--- src/rtl/priority_encoder_stream.sv ---
// -----------------------------------------------------------------------------
// priority_encoder_stream
//
// This is the registered, streaming successor of the combinational 8-to-3
// priority encoder. Request bits on din are OR-ed into a sticky pending
// vector. Pending indices are then issued one per valid/ready handshake, and
// each issued bit is cleared from pending.
//
// Parameters:
//   N  number of request inputs (2..256), default 8
//   W  index width, $clog2(N) (localparam)
//
// Ports:
//   clk      in   1  rising-edge clock
//   rst_n    in   1  asynchronous active-low reset
//   din      in   N  request bits, OR-ed into pending each edge
//   flush    in   1  synchronous clear of pending and of the output stage
//   dout     out  W  issued index (registered)
//   valid    out  1  dout holds an un-consumed index (registered)
//   ready    in   1  consumer accepts dout when valid && ready
//   pending  out  N  sticky requests not yet issued (registered)
//
// Build option:
//   PENC_ROUND_ROBIN_EN  defined   -> rotating priority. After issuing s, the
//                                     next search starts at (s-1) mod N.
//                        undefined -> fixed priority. The highest index wins
//                                     and no pointer register exists.
//
// Output stage:
//   state | meaning
//   EMPTY | valid=0, the stage can load a new index
//   FULL  | valid=1, dout waits for ready
// The stage is encoded directly by the valid flop.
// -----------------------------------------------------------------------------
module priority_encoder_stream #(
    parameter int N = 8,
    localparam int W = $clog2(N)
) (
    input  logic         clk,
    input  logic         rst_n,
    input  logic [N-1:0] din,
    input  logic         flush,
    output logic [W-1:0] dout,
    output logic         valid,
    input  logic         ready,
    output logic [N-1:0] pending
);

    logic [N-1:0] pending_q;
    logic [W-1:0] dout_q;
    logic         valid_q;

    logic         load;
    logic         found;
    logic [W-1:0] sel;
    logic         issue;
    logic [N-1:0] clr_onehot;
    logic [N-1:0] pending_next;

    assign load  = !valid_q || ready;
    assign found = |pending_q;
    assign issue = load && found;

`ifdef PENC_ROUND_ROBIN_EN
    localparam int WP = W + 1;

    logic [W-1:0]   ptr_q;
    logic [W-1:0]   ptr_next;
    logic [2*N-1:0] dbl;
    logic [2*N-1:0] dbl_shift;
    logic [N-1:0]   rot;
    logic [W-1:0]   rot_sel;
    logic [WP-1:0]  sel_sum;

    // Rotate pending right by ptr+1. After that, rot[N-1] is pending[ptr] and
    // lower rot bits walk downward from ptr with wrap. The highest set bit of
    // rot is therefore the first hit of the rotating search.
    always_comb begin
        dbl       = {pending_q, pending_q};
        dbl_shift = dbl >> ({1'b0, ptr_q} + WP'(1));
        rot       = dbl_shift[N-1:0];
    end

    always_comb begin
        rot_sel = '0;
        for (int i = 0; i < N; i++) begin
            if (rot[i]) begin
                rot_sel = W'(i);
            end
        end
    end

    // Map the rotated position back to a request index: (m + ptr + 1) mod N.
    // The sum is at most 2N-1, so one conditional subtract is enough.
    always_comb begin
        sel_sum = {1'b0, rot_sel} + {1'b0, ptr_q} + WP'(1);
        if (sel_sum >= WP'(N)) begin
            sel_sum = sel_sum - WP'(N);
        end
        sel = sel_sum[W-1:0];
    end

    assign ptr_next = (sel == '0) ? W'(N - 1) : (sel - W'(1));

    // The pointer moves only on a load that actually issues an index.
    // A flush leaves it unchanged.
    always_ff @(posedge clk or negedge rst_n) begin
        if (!rst_n) begin
            ptr_q <= W'(N - 1);
        end else if (!flush && issue) begin
            ptr_q <= ptr_next;
        end
    end
`else
    // Fixed priority: the highest set index wins. Later loop iterations
    // override earlier ones, so the top bit has the final say.
    always_comb begin
        sel = '0;
        for (int i = 0; i < N; i++) begin
            if (pending_q[i]) begin
                sel = W'(i);
            end
        end
    end
`endif

    always_comb begin
        clr_onehot = '0;
        if (issue) begin
            clr_onehot[sel] = 1'b1;
        end
    end

    // The set is applied after the clear. A request re-asserted on the same
    // edge that issues it therefore stays pending.
    assign pending_next = (pending_q & ~clr_onehot) | din;

    always_ff @(posedge clk or negedge rst_n) begin
        if (!rst_n) begin
            pending_q <= '0;
            dout_q    <= '0;
            valid_q   <= 1'b0;
        end else if (flush) begin
            // din is dropped this cycle. dout keeps its last value.
            pending_q <= '0;
            valid_q   <= 1'b0;
        end else begin
            pending_q <= pending_next;
            if (load) begin
                valid_q <= found;
                if (found) begin
                    dout_q <= sel;
                end
            end
        end
    end

    assign dout    = dout_q;
    assign valid   = valid_q;
    assign pending = pending_q;

endmodule

--- config.mk ---
export PLATFORM = sky130hd
export DESIGN_NAME = priority_encoder_stream
export DESIGN_NICKNAME = d
export VERILOG_FILES = /design/src/rtl/priority_encoder_stream.sv
export SDC_FILE = /design/constraint.sdc
export NUM_CORES = 1
export LEC_CHECK = 0
export CAP_MARGIN = 20
export CORE_MARGIN = 2
export CORE_UTILIZATION = 38
export CTS_BUF_LIST = sky130_fd_sc_hd__clkbuf_8 sky130_fd_sc_hd__clkbuf_16
export CTS_CLUSTER_SIZE = 40
export DETAILED_ROUTE_END_ITERATION = 16
export PLACE_DENSITY = 0.72
export SETUP_SLACK_MARGIN = 0.02
export SYNTH_ARGS = -nofsm -noshare
export SYNTH_HDL_FRONTEND = slang
export SYNTH_SLANG_ARGS = --single-unit
--- constraint.sdc ---
create_clock -name clk -period 2.19 [get_ports clk]
set_clock_uncertainty 0.15 [all_clocks]
set_input_delay 0.219 -clock clk [delete_from_list [all_inputs] [get_ports clk]]
set_output_delay 0.219 -clock clk [all_outputs]
set_load 0.02 [all_outputs]
# Word-level counts from Yosys, hierarchy flattened
# Index checks and enable logic that the tools add are counted.
# totals
register_bits,12
out_inout_bits,12
input_bits,12
elab_cells,29
# op_classes
n_lt_le_gt_ge,2
bitwise_logic,4
n_reduce_logical,7
muxes,13
# ops
op,count
$mux W3,6
$mux W8,2
$and A8 B8 Y8,1
$not A8 Y8,1
$or A8 B8 Y8,1
$reduce_or A8 Y1,1
$lt A3 B4 Y1 const B,1
$mux W1,4
$demux W1 S3,1
$ge A3 B1 Y1 const B,1
$reduce_and A3 Y1,1
$logic_and A1 B1 Y1,2
$reduce_bool A2 Y1,1
$logic_not A1 Y1,1
$logic_or A1 B1 Y1,1
$not A1 Y1,1

# Depth between registers and ports, before layout
# logic_depth
word_depth,16
depth_mapped,5

# Worst setup path before layout
# OpenSTA, ideal clock, no wires.
# synth_path
path_type,reg-to-reg
start,"reg pending_q[7], in the netlist pending[7]"
end,"reg dout_q[0], in the netlist dout[0]"
stages_incl_launch_ff,5
arrival_time_ns,1.523
setup_slack_ns,0.392
period_less_slack_ns,1.798
path_buffers,0
cell_sequence,dfrtp_1 or4_4 nor2_4 nor2_2 mux2_4
# synth_via
elab_chain_len,2
elab_cells_between_ends,3
classes_between,mux (1); reduce/logical (2)
# synth_rtl
item,line_no,rtl
from (decl),49,logic [N-1:0] pending_q;
from (signal assigned),148,pending_q <= pending_next;
$reduce_or A8 Y1,61,assign found = |pending_q;
$reduce_and A3 Y1 (no line),-,
to (signal assigned),152,dout_q <= sel;
to (decl),50,logic [W-1:0] dout_q;
# Several ways; a longest one is shown, not always the timed one.
# A chain may end at the register's enable or synchronous reset.

# Final worst setup path
# layout_path
start,"reg pending_q[6], in the netlist pending[6]"
end,"reg pending_q[0], in the netlist pending[0]"
# layout_via
elab_chain_len,11
elab_cells_between_ends,14
classes_between,order compare (2); mux (6); bitwise (3); reduce/logical (3)
# layout_rtl
item,line_no,rtl
$mux W3 (2 in series),120,if (pending_q[i]) begin
$lt A3 B4 Y1 (not written as such) / $ge A3 B1 Y1 (equally long branches),130,clr_onehot[sel] = 1'b1;
$logic_and A1 B1 Y1 (not written as such),130,
$mux W1 (not written as such),130,
$demux W1 S3,130,
$mux W8 (*),129,if (issue) begin
$not A8 Y8 (*),136,assign pending_next = (pending_q & ~clr_onehot) | din;
$and A8 B8 Y8 (*),136,
$or A8 B8 Y8 (*),136,
$mux W8 (*),143,end else if (flush) begin
# Mark *: on every way between the ends. The rest lies on a longest branch, timed or not.

==> impl_metrics.toml <==
[power_and_ir_drop]
pwr-share-clk_pct = 34.2
power.leakage_nw = 0.383
power_frac_comb_pct = 27.1
total_power_w = 0.000703
power.share.sequential_pct = 38.8
netSwitchingPower_w = 0.000197
power.internal_w = 0.000505
cellPowerDensity_nw_per_um2 = 768
vdd_drop_max_mv = 0.526
switch_share_pct = 28.1

[layout]
area_delta_synth_final_pct = 52.9
mostFrequentLayoutCells = "23 x clkdlybuf4s50_1, 12 x dfrtp_1, 10 x nor2_1"
final_net_count = 102
final_layout_size_suffix_gt1_share_pct = 16.9
insertedDiodeCount = 0
multi_input_area_sq_um = 279
regArea_sq_um = 300
layout.cells.most_common = "clkdlybuf4s50_1"
final_cells = 105
fill_cells = 136

[worst_setup_path]
critPathTopFamily = "simple AND/OR/NAND/NOR gates"
worst_ep_required_time_ns = 2.16
r2r.worst_path.cells = 4
endpoint = "pending[0]"
crit_path_max_fanout = 6
crit_chain = "nor4_1 > nand4_1 > nor4_1 > nor3_1"
startpoint = "pending[6]"
critical_path.n_buffers_inverters = 0
worstReg2RegStart = "pending[6]"
timing.reg2reg.setup_slack_ns = 0.33
startpoint_type = "flip-flop"
timing.critical_path.slowest_cell_delay_ns = 0.54
critPathArrivalTime_ns = 1.83
timing.critical_path.mode_cell = "nor4_1"
crit_slowest_cell = "nor4_1"
cp-end-kind = "flip-flop"
crit-reg2reg-capture = "pending[0]"
critical_path_class = "flip-flop to flip-flop"
path_depth = 4

[cts]
ctsResizeCount = 0
tritoncts_clock_tree = "built"
cts_buf_count = 3
numClockSinks = 12
cts-htree-levels = 1
cts_setup_buffers = 0
clock_tree.root_cell = "clkbuf_8"
clkTransAtPathRegs_ns = 0.05
clock_tree.buffer_depth = 2
worst_skew_pair.late_latency_ns = 0.24
cts_hold_buf = 0

[die]
boundary_pin_count = 24
design.die.area_sq_um = 1910
rows = 14
core_area_sq_um = 1490
fp.dieW_um = 43.7
initial_utilization_pct = 40.2
dieHeight_um = 43.7

[detailed_routing]
drt_pre_antenna_iters = 4
routed-via-count = 594
first_drt_iteration_drcs = 11
viasPerCell = 5.66
postRouteAntennaNets = 0
drcViolationCount = 0
route.detailed.wl_per_inst_um = 14.4
route.final.wire_length_mm = 1.51

[synth]
avgSynthCellArea_sq_um = 9.80
synth_area_sq_um = 598
post_synth_fa_ha_maj_area_fraction_pct = 0
synth_compound_gate_area_share_pct = 19.0
synth-xor-area-share_pct = 0
ys_warn_count = 0
largest_family_of_logic_cells_by_synthesized_area = "simple AND/OR/NAND/NOR gates"
gate_count_post_synth = 61
synth.lib_cells_used.distinct = 25
post_synth_mux_area_share_pct = 2.51
post_synth_and_or_nand_nor_area_fraction_pct = 25.1
synth_nets = 73
postSynthRegisterBits = 12
synth_sequential_area_ratio_pct = 50.2

[placed_design]
pre_cts_slack_ns = 0.340
io_buffers = 23
dpl.cell_count = 101
gp_congestion = 0.776
dp.final_hpwl_mm = 1.10

[timing]
min_period_ns = 1.86
slew_violations = 0
rsz0062_at_grt = "no"
final-setup-viol-count = 0
relSlewSlack_pct = 62.8
setup_tns_ns = 0
final_worst_setup_slack_ns = 0.331
final_hold_viol_count = 0
tightestPinTransition_ns = 0.553
max_clock_freq_mhz = 538
timing.final.crit_share_pct = 84.9

[min_path]
hold_class = "primary input to async pin"

[grt]
grt_remaining_overflow = 0
pin_count_of_the_biggest_net_entering_global_routing = 13
grt_antenna_before_repair = 0
first_pass_grt_wire_length_mm = 2.57
global_route.usage.total_pct = 18.4
grt_pass1_vias = 613

[flow_run]
max-cap-violations = 0

[run_status]
run_status = "finished clean"
## power by group through the flow
stage	combinational, W	clock [W]	sequential, W
after floorplan	0.0000671	0	0.000303
after global placement	0.000188	0	0.000275
after detailed placement	0.000190	0	0.000276
after CTS	0.000191	0.000242	0.000272
after global routing	0.000205	0.000255	0.000277
final	0.000190	0.000240	0.000272
## cells by family (layout without fill, tap and decap cells)
| kind of cell | Yosys count | after routing |
|---|---|---|
| mux | 1 | 1 |
| simple gates | 27 | 27 |
| compound gates | 16 | 16 |
| flops | 12 | 12 |
| buf+inv | 5 | 33 |
## flip-flops by register name (all words and copies together), names as in the netlist
signal	cells
valid	1
dout	3
pending	8
## worst min-delay path by stage
stage	startpoint	end	slack, ns
floorplan	rst_n	dout[0]	-0.23
global placement	dout[1]	dout[1]	0.34
detailed placement	dout[1]	dout[1]	0.35
CTS	rst_n	pending[1]	0.20
global route	rst_n	dout[0]	0.23
finish	rst_n	pending[1]	0.18
## per-layer routing
metal  routed length (um)  part of all wire [%]  global-route usage, %  vias to the layer above
met2                  687                    45                   29.4                       29
met5                    0                     0                      0                        -
li1                     -                     -                      -                      283
met3                  103                   6.8                   4.17                        7
met4                   56                   3.7                   12.7                        0
met1                  663                    44                   21.9                      275
## area by class of cell
class                      count  share of cell area [%]
clock buffer                   4                    6.02
inverter                       4                    1.64
multi-input combinational     44                    30.5
sequential                    12                    32.8
tap                           16                    2.19
timing repair buffer          25                    26.8
## per-stage QoR
stage          hold WS (ns)  util [%]  instance area (sq um)
2_1_floorplan        -0.227         -                    598
4_1_cts               0.198      61.4                    915
3_3_place_gp          0.337      57.7                    860
5_1_grt               0.230      61.4                    915
6_report              0.178      61.4                    915
3_5_place_dp          0.346      57.7                    860
## synthesized netlist by cell type, drive strengths merged
| library cell | n | area (sq um) |
|---|---|---|
| clkbuf | 1 | 3.75 |
| inv | 4 | 15.0 |
| nor4 | 3 | 18.8 |
| a221oi | 1 | 8.76 |
| o2bb2ai | 1 | 8.76 |
| a21oi | 5 | 25.0 |
| o32a | 1 | 11.3 |
| mux2 | 1 | 15.0 |
| nand2 | 3 | 11.3 |
| o21ai | 4 | 20.0 |
| a31o | 1 | 8.76 |
| nor3 | 2 | 10.0 |
| dfrtp | 12 | 300 |
| or2 | 1 | 6.26 |
| nor2 | 12 | 55.1 |
| nand4 | 1 | 6.26 |
| or4 | 2 | 22.5 |
| o221a | 1 | 11.3 |
| a311oi | 1 | 8.76 |
| a2111o | 1 | 11.3 |
| nor2b | 1 | 6.26 |
| or2b | 1 | 7.51 |
| nand2b | 1 | 6.26 |
No activity file was read; power rests on OpenSTA's default activity.
